[src/rtl/alu_pkg.sv]
// Shared definitions for the ALU sharing controller: default widths, ALU op
// codes, controller FSM states and the legal-op test used when the
// ALU_SHARE_OPCHK_EN build option is enabled.
package alu_pkg;

   localparam int DATA_W_DEF = 32;
   localparam int OP_W_DEF   = 4;

   // ALU control codes understood by the external ALU
   localparam logic [OP_W_DEF-1:0] OP_AND  = 4'b0000;
   localparam logic [OP_W_DEF-1:0] OP_OR   = 4'b0001;
   localparam logic [OP_W_DEF-1:0] OP_ADD  = 4'b0010;
   localparam logic [OP_W_DEF-1:0] OP_XOR  = 4'b0011;
   localparam logic [OP_W_DEF-1:0] OP_SLL  = 4'b0100;
   localparam logic [OP_W_DEF-1:0] OP_SRL  = 4'b0101;
   localparam logic [OP_W_DEF-1:0] OP_SUB  = 4'b0110;
   localparam logic [OP_W_DEF-1:0] OP_SLT  = 4'b0111;
   localparam logic [OP_W_DEF-1:0] OP_SRA  = 4'b1000;
   localparam logic [OP_W_DEF-1:0] OP_NOR  = 4'b1100;
   localparam logic [OP_W_DEF-1:0] OP_SLTU = 4'b1110;
   localparam logic [OP_W_DEF-1:0] OP_SLT2 = 4'b1111;

   typedef enum logic [1:0] {
      ST_IDLE,
      ST_EXEC,
      ST_RESP
   } state_t;

   // Legal codes are the contiguous block AND..SRA plus NOR, SLTU and SLT2
   function automatic logic is_legal_op(input logic [OP_W_DEF-1:0] op);
      return (op <= OP_SRA) || (op == OP_NOR) || (op == OP_SLTU) || (op == OP_SLT2);
   endfunction

endpackage

[src/rtl/alu_rr_arb2.sv]
// Two-way round-robin grant. A lone requester wins outright; on a tie the
// port that was not granted last time wins. Output is one-hot or zero.
module alu_rr_arb2 (
   input  logic [1:0] i_req,
   input  logic       i_last_grant,
   output logic [1:0] o_grant
);

   // Combinational grant selection
   always_comb begin
      // NOTE: default assignment first so every path drives o_grant and no latch is inferred.
      o_grant = i_req;
      if (&i_req) begin
         o_grant = i_last_grant ? 2'b01 : 2'b10;
      end
   end

endmodule

[src/rtl/alu_share_ctrl.sv]
// Shares one external combinational ALU between two requesters (port 0:
// core execute stage, port 1: auxiliary unit). One operation in flight:
// IDLE accepts, EXEC drives the ALU for one cycle, RESP holds the result
// until the owner takes it. Build option ALU_SHARE_OPCHK_EN screens op codes
// at accept time and answers illegal ones with rsp_err without using the ALU.
module alu_share_ctrl
   import alu_pkg::*;
#(
   parameter int DATA_W = DATA_W_DEF,
   parameter int OP_W   = OP_W_DEF
) (
   input  logic                   clk,
   input  logic                   rst_n,
   input  logic [1:0]             i_req_valid,
   output logic [1:0]             o_req_ready,
   input  logic [1:0][DATA_W-1:0] i_req_a,
   input  logic [1:0][DATA_W-1:0] i_req_b,
   input  logic [1:0][OP_W-1:0]   i_req_op,
   output logic [1:0]             o_rsp_valid,
   input  logic [1:0]             i_rsp_ready,
   output logic [DATA_W-1:0]      o_rsp_res,
   output logic                   o_rsp_zero,
   output logic                   o_rsp_err,
   output logic [DATA_W-1:0]      o_alu_a,
   output logic [DATA_W-1:0]      o_alu_b,
   output logic [OP_W-1:0]        o_alu_control,
   input  logic [DATA_W-1:0]      i_alu_res,
   input  logic                   i_alu_zero
);

   state_t              r_state;
   logic                r_last_grant;
   logic                r_owner;
   logic [1:0]          r_rsp_valid;
   logic [DATA_W-1:0]   r_res;
   logic                r_zero;
   logic                r_err;
   logic [DATA_W-1:0]   r_alu_a;
   logic [DATA_W-1:0]   r_alu_b;
   logic [OP_W-1:0]     r_alu_control;

   logic [1:0]          w_grant;
   logic                w_accept_en;
   logic                w_fire;
   logic                w_sel;
   logic [DATA_W-1:0]   w_sel_a;
   logic [DATA_W-1:0]   w_sel_b;
   logic [OP_W-1:0]     w_sel_op;
   logic                w_op_ok;

   alu_rr_arb2 u_arb (
      .i_req        (i_req_valid),
      .i_last_grant (r_last_grant),
      .o_grant      (w_grant)
   );

   // Grant is only exposed while idle and out of reset, so no handshake can
   // complete in a reset cycle or while an operation is in flight.
   assign w_accept_en = (r_state == ST_IDLE) && rst_n;
   assign o_req_ready = w_accept_en ? w_grant : 2'b00;
   assign w_fire      = |(o_req_ready & i_req_valid);

   // Operand mux for the granted port
   assign w_sel    = w_grant[1];
   assign w_sel_a  = i_req_a[w_sel];
   assign w_sel_b  = i_req_b[w_sel];
   assign w_sel_op = i_req_op[w_sel];

`ifdef ALU_SHARE_OPCHK_EN
   assign w_op_ok = is_legal_op(w_sel_op);
`else
   // Without screening every code goes to the ALU and rsp_err stays low.
   assign w_op_ok = 1'b1;
`endif

   // Controller FSM with registered ALU drive and response outputs
   always_ff @(posedge clk) begin
      // NOTE: sequential state uses non-blocking assignments so every register samples pre-edge values.
      if (!rst_n) begin
         r_state       <= ST_IDLE;
         r_last_grant  <= 1'b1;
         r_owner       <= 1'b0;
         r_rsp_valid   <= 2'b00;
         r_res         <= '0;
         r_zero        <= 1'b0;
         r_err         <= 1'b0;
         r_alu_a       <= '0;
         r_alu_b       <= '0;
         r_alu_control <= '0;
      end else begin
         case (r_state)
            ST_IDLE: begin
               if (w_fire) begin
                  r_owner      <= w_sel;
                  r_last_grant <= w_sel;
                  if (w_op_ok) begin
                     // Operand registers double as the ALU drive, so the ALU
                     // inputs only move on an accepted legal operation.
                     r_alu_a       <= w_sel_a;
                     r_alu_b       <= w_sel_b;
                     r_alu_control <= w_sel_op;
                     r_state       <= ST_EXEC;
                  end else begin
                     // Illegal op: answer directly without touching the ALU.
                     r_res       <= '0;
                     r_zero      <= 1'b0;
                     r_err       <= 1'b1;
                     r_rsp_valid <= w_grant;
                     r_state     <= ST_RESP;
                  end
               end
            end
            ST_EXEC: begin
               r_res       <= i_alu_res;
               r_zero      <= i_alu_zero;
               r_err       <= 1'b0;
               r_rsp_valid <= r_owner ? 2'b10 : 2'b01;
               r_state     <= ST_RESP;
            end
            ST_RESP: begin
               if (i_rsp_ready[r_owner]) begin
                  r_rsp_valid <= 2'b00;
                  r_state     <= ST_IDLE;
               end
            end
            default: begin
               r_rsp_valid <= 2'b00;
               r_state     <= ST_IDLE;
            end
         endcase
      end
   end

   assign o_rsp_valid   = r_rsp_valid;
   assign o_rsp_res     = r_res;
   assign o_rsp_zero    = r_zero;
   assign o_rsp_err     = r_err;
   assign o_alu_a       = r_alu_a;
   assign o_alu_b       = r_alu_b;
   assign o_alu_control = r_alu_control;

endmodule

[config.mk]
export PLATFORM = sky130hd
export DESIGN_NAME = alu_share_ctrl
export DESIGN_NICKNAME = d
export VERILOG_FILES = /design/src/rtl/alu_pkg.sv /design/src/rtl/alu_rr_arb2.sv /design/src/rtl/alu_share_ctrl.sv
export SDC_FILE = /design/constraint.sdc
export NUM_CORES = 1
export LEC_CHECK = 0
export BUFFER_PORTS_ARGS = -buffer_cell sky130_fd_sc_hd__buf_2
export CAP_MARGIN = 20
export CORE_AREA = 2 2 110 112
export CTS_BUF_LIST = sky130_fd_sc_hd__clkbuf_16
export CTS_CLUSTER_DIAMETER = 60
export DETAILED_ROUTE_END_ITERATION = 10
export DIE_AREA = 0 0 112 114
export MAX_ROUTING_LAYER = met4
export PLACE_DENSITY = 0.76
export SLEW_MARGIN = 5
export SYNTH_ARGS = -nofsm -noshare
export SYNTH_HDL_FRONTEND = slang
export SYNTH_HIERARCHICAL = 1
export SYNTH_SLANG_ARGS = --single-unit
[constraint.sdc]
create_clock -name clk -period 2.1 [get_ports clk]
set_input_delay 0.42 -clock clk [delete_from_list [all_inputs] [get_ports clk]]
set_output_delay 0.42 -clock clk [all_outputs]
set_load 0.03 [all_outputs]
==> results by group <==
Setup path
  • Crit path kind: flop to output pin
  • RR Startpoint: r_last_grant$_SDFFE_PN1P_
  • Reg2Reg Setup Slack: about 0.46 ns
  • Worst Setup EP: o_req_ready[1]
  • Worst r2r dst: o_alu_b[29]$_SDFFE_PN0P_
  • Startpoint class of the critical path: flop
  • Critical path endpoint category: output pin
  • Worst Path Arrival: about 1.4 ns
  • Crit path from: r_state[1]$_SDFFE_PN0P_
  • Max FO, Critical Path: 6
  • WP data required: ~1.7 ns
  • Reg2Reg Depth: 6

Synthesis
  • Syn. warnings: 6
  • Mapped Cells: approximately 470
  • Yosys cell types: 26
  • Avg Cell Area, Syn: around 10 um^2
  • Post-Synthesis Cell Area: roughly 4700 um^2
  • Synthesized Nets: around 650
  • Yosys reg bits: roughly 110
  • Sequential area share after synthesis: 0.451

Route
  • Vias: about 4,200
  • DR vias/cell: 4.69
  • Drt total wl: roughly 12 mm
  • Initial DRC Count: approximately 180
  • Routed WL per cell: 13.1 um
  • Drc violations: 0
  • ANT nets after route: 0
  • Pre-antenna DRT Iters: 4

CTS
  • Cts-stage hold buffer count: 0
  • Post_cts resized: 0
  • TritonCTS clock tree: done
  • Max H-tree Level: 3
  • Number of clock sinks: approximately 110
  • Clk buf depth: 2
  • Clk slew on worst S/H paths: 0.07 ns
  • Total CTS buffers: 9
  • Postcts setup bufs: 0
  • Latest clock arrival within the worst-skew pair: 0.34 ns
  • Clock root cell: clkbuf_16

Place
  • Final GP Congestion: 0.727
  • Number of placed instances, taps included: approximately 870
  • Placed Area: between 6000 and 7000 um^2
  • Final HPWL DP: just under 9 mm
  • PortBufs: between 200 and 300

Floorplanning
  • Die Wd: between 100 and 150 um
  • Initial core utilization: 0.405
  • Rows: 40
  • DIE AREA: ~13,000 um^2
  • Die H: 114 um
  • IO Count: 281
  • Core ar.: 11,700 um^2

Timing
  • Max Fclk: between 500 and 600 MHz
  • RSZ-0062 raised after global routing: no
  • Tmin final: between 1.5 and 2 ns
  • Fin crit share: 0.854
  • Finish-stage setup viols: 0
  • Clock skew: between 0.009 and 0.01 ns
  • Max Slew Vio Count: 0
  • Final hold vios: 0
  • Setup_tns: 0 ns
  • WHS: 0.315 ns

Finish
  • Nets: approximately 900
  • Synth-to-layout area growth: 35.4%
  • Non-Filler Instances: ~890
  • Layout cells sized above 1: 0.415
  • Finished Cell Area: 6420 um^2
  • Final Core Density: 0.549
  • Commonest cells after routing, fill and taps aside: buf_2 (279), mux2i_1 (136), nand2_1 (135)
  • Reg area: roughly 2100 um^2
  • N_diodes: 0
  • Filler Cells Inserted: 1,112
  • Multi-input gate area: between 2000 and 2500 um^2
  • Commonest non-fill, non-tap cell in the layout: buf_2

Job
  • Total of max-cap violations: 0

Power and ir drop
  • Pwr per Cell Area: 767 nW/um^2
  • Static Leak: 3.07 nW
  • Peak supply drop: about 0.38 mV

Worst hold path
  • Worst Hold Class: input port to flop

Global route
  • Vias in the first global route: ~3,800
  • Total global routing overflow: 0
  • First-pass GRT wire length: ~18 mm
  • Largest net degree at the start of global routing: ~110
  • Initial antenna violation count: 0
  • Total track usage: 0.182

Outcome
  • Status: completed
## synthesized netlist by cell type (all sizes together)
master / count / share of area
nand3b: 2 / 0.0032
nor2: 1 / 0.00079
nor3b: 2 / 0.0055
clkbuf: 11 / 0.0087
a22oi: 1 / 0.0026
inv: 2 / 0.0016
dfxtp: 107 / 0.45
and2: 2 / 0.0026
nand2b: 3 / 0.0040
o21a: 2 / 0.0032
o211ai: 1 / 0.0016
a21oi: 2 / 0.0021
mux2i: 136 / 0.29
o21bai: 1 / 0.0016
o21ai: 1 / 0.0011
nand2: 135 / 0.11
buf: 26 / 0.054
nor2b: 2 / 0.0042
conb: 1 / 0.00079
a21boi: 35 / 0.055
mux2: 1 / 0.0024
## critical path, cell delays in order, from the launching register on
cell and delay (ns):
dfxtp_1 0.38, nor3b_4 0.29, and2_1 0.17, buf_2 0.20
## cell families after synthesis
family,count (synthesis),share of synthesized area
and+or+nand+nor,147,0.127
DFF,107,0.451
AOI/OAI and AO/OA,43,0.0675
muxes,137,0.289
buffers and inverters,39,0.0641
other,1,0.000790
## how the worst min path moves through the flow
stage / start / endpoint / slack (ns) / cells past startpoint
after floorplan: r_owner$_SDFFE_PN0P_ / r_owner$_SDFFE_PN0P_ / 0.46 / 2
after global placement: o_rsp_res[17]$_SDFFE_PN0N_ / o_rsp_res[17]$_SDFFE_PN0N_ / 0.44 / 2
after detailed placement: o_rsp_res[19]$_SDFFE_PN0N_ / o_rsp_res[19]$_SDFFE_PN0N_ / 0.44 / 2
after CTS: i_alu_res[1] / o_rsp_res[1]$_SDFFE_PN0N_ / 0.30 / 3
after global routing: i_alu_res[5] / o_rsp_res[5]$_SDFFE_PN0N_ / 0.30 / 3
final: i_alu_res[29] / o_rsp_res[29]$_SDFFE_PN0N_ / 0.31 / 3
## power by group
part / switching, mW / leakage, nW / internal (mW)
combinational: 0.672 / 2.07 / 0.442
clock: 0.752 / 0.125 / 0.799
sequential: 0.0772 / 0.875 / 2.19
total: 1.50 / 3.07 / 3.43
## final cells by class
| class | instances | area share |
|---|---|---|
| well taps | 147 | 0.0286 |
| inverters | 2 | 0.00117 |
| clock inverters | 7 | 0.00682 |
| clock buffers | 9 | 0.0351 |
| repair buffers | 289 | 0.235 |
| multi-input cells | 328 | 0.360 |
| flip-flops and latches | 107 | 0.333 |
## registers in the layout, indices dropped and copies added, names as in the netlist
name and count:
o_rsp_zero 1, o_alu_a 32, r_owner 1, o_alu_b 32
o_alu_control 4, r_last_grant 1, o_rsp_res 32, r_state 2
o_rsp_valid 2
## per-stage QoR
step	total power, mW	setup slack [ns]
finish	4.93	0.306
global route	5.18	0.198
CTS	4.99	0.272
detailed placement	3.43	0.277
global placement	3.43	0.330
floorplan	3.06	0.290
## per-layer routing
layer | global-route usage | up-vias | share of wire
li1 | - | 2117 | -
met1 | 0.219 | 1877 | 0.43
met2 | 0.302 | 161 | 0.48
met3 | 0.0361 | 16 | 0.066
met4 | 0.0699 | 0 | 0.017
met5 | - | - | 0
Note: power is estimated with default switching activity, not from simulation.
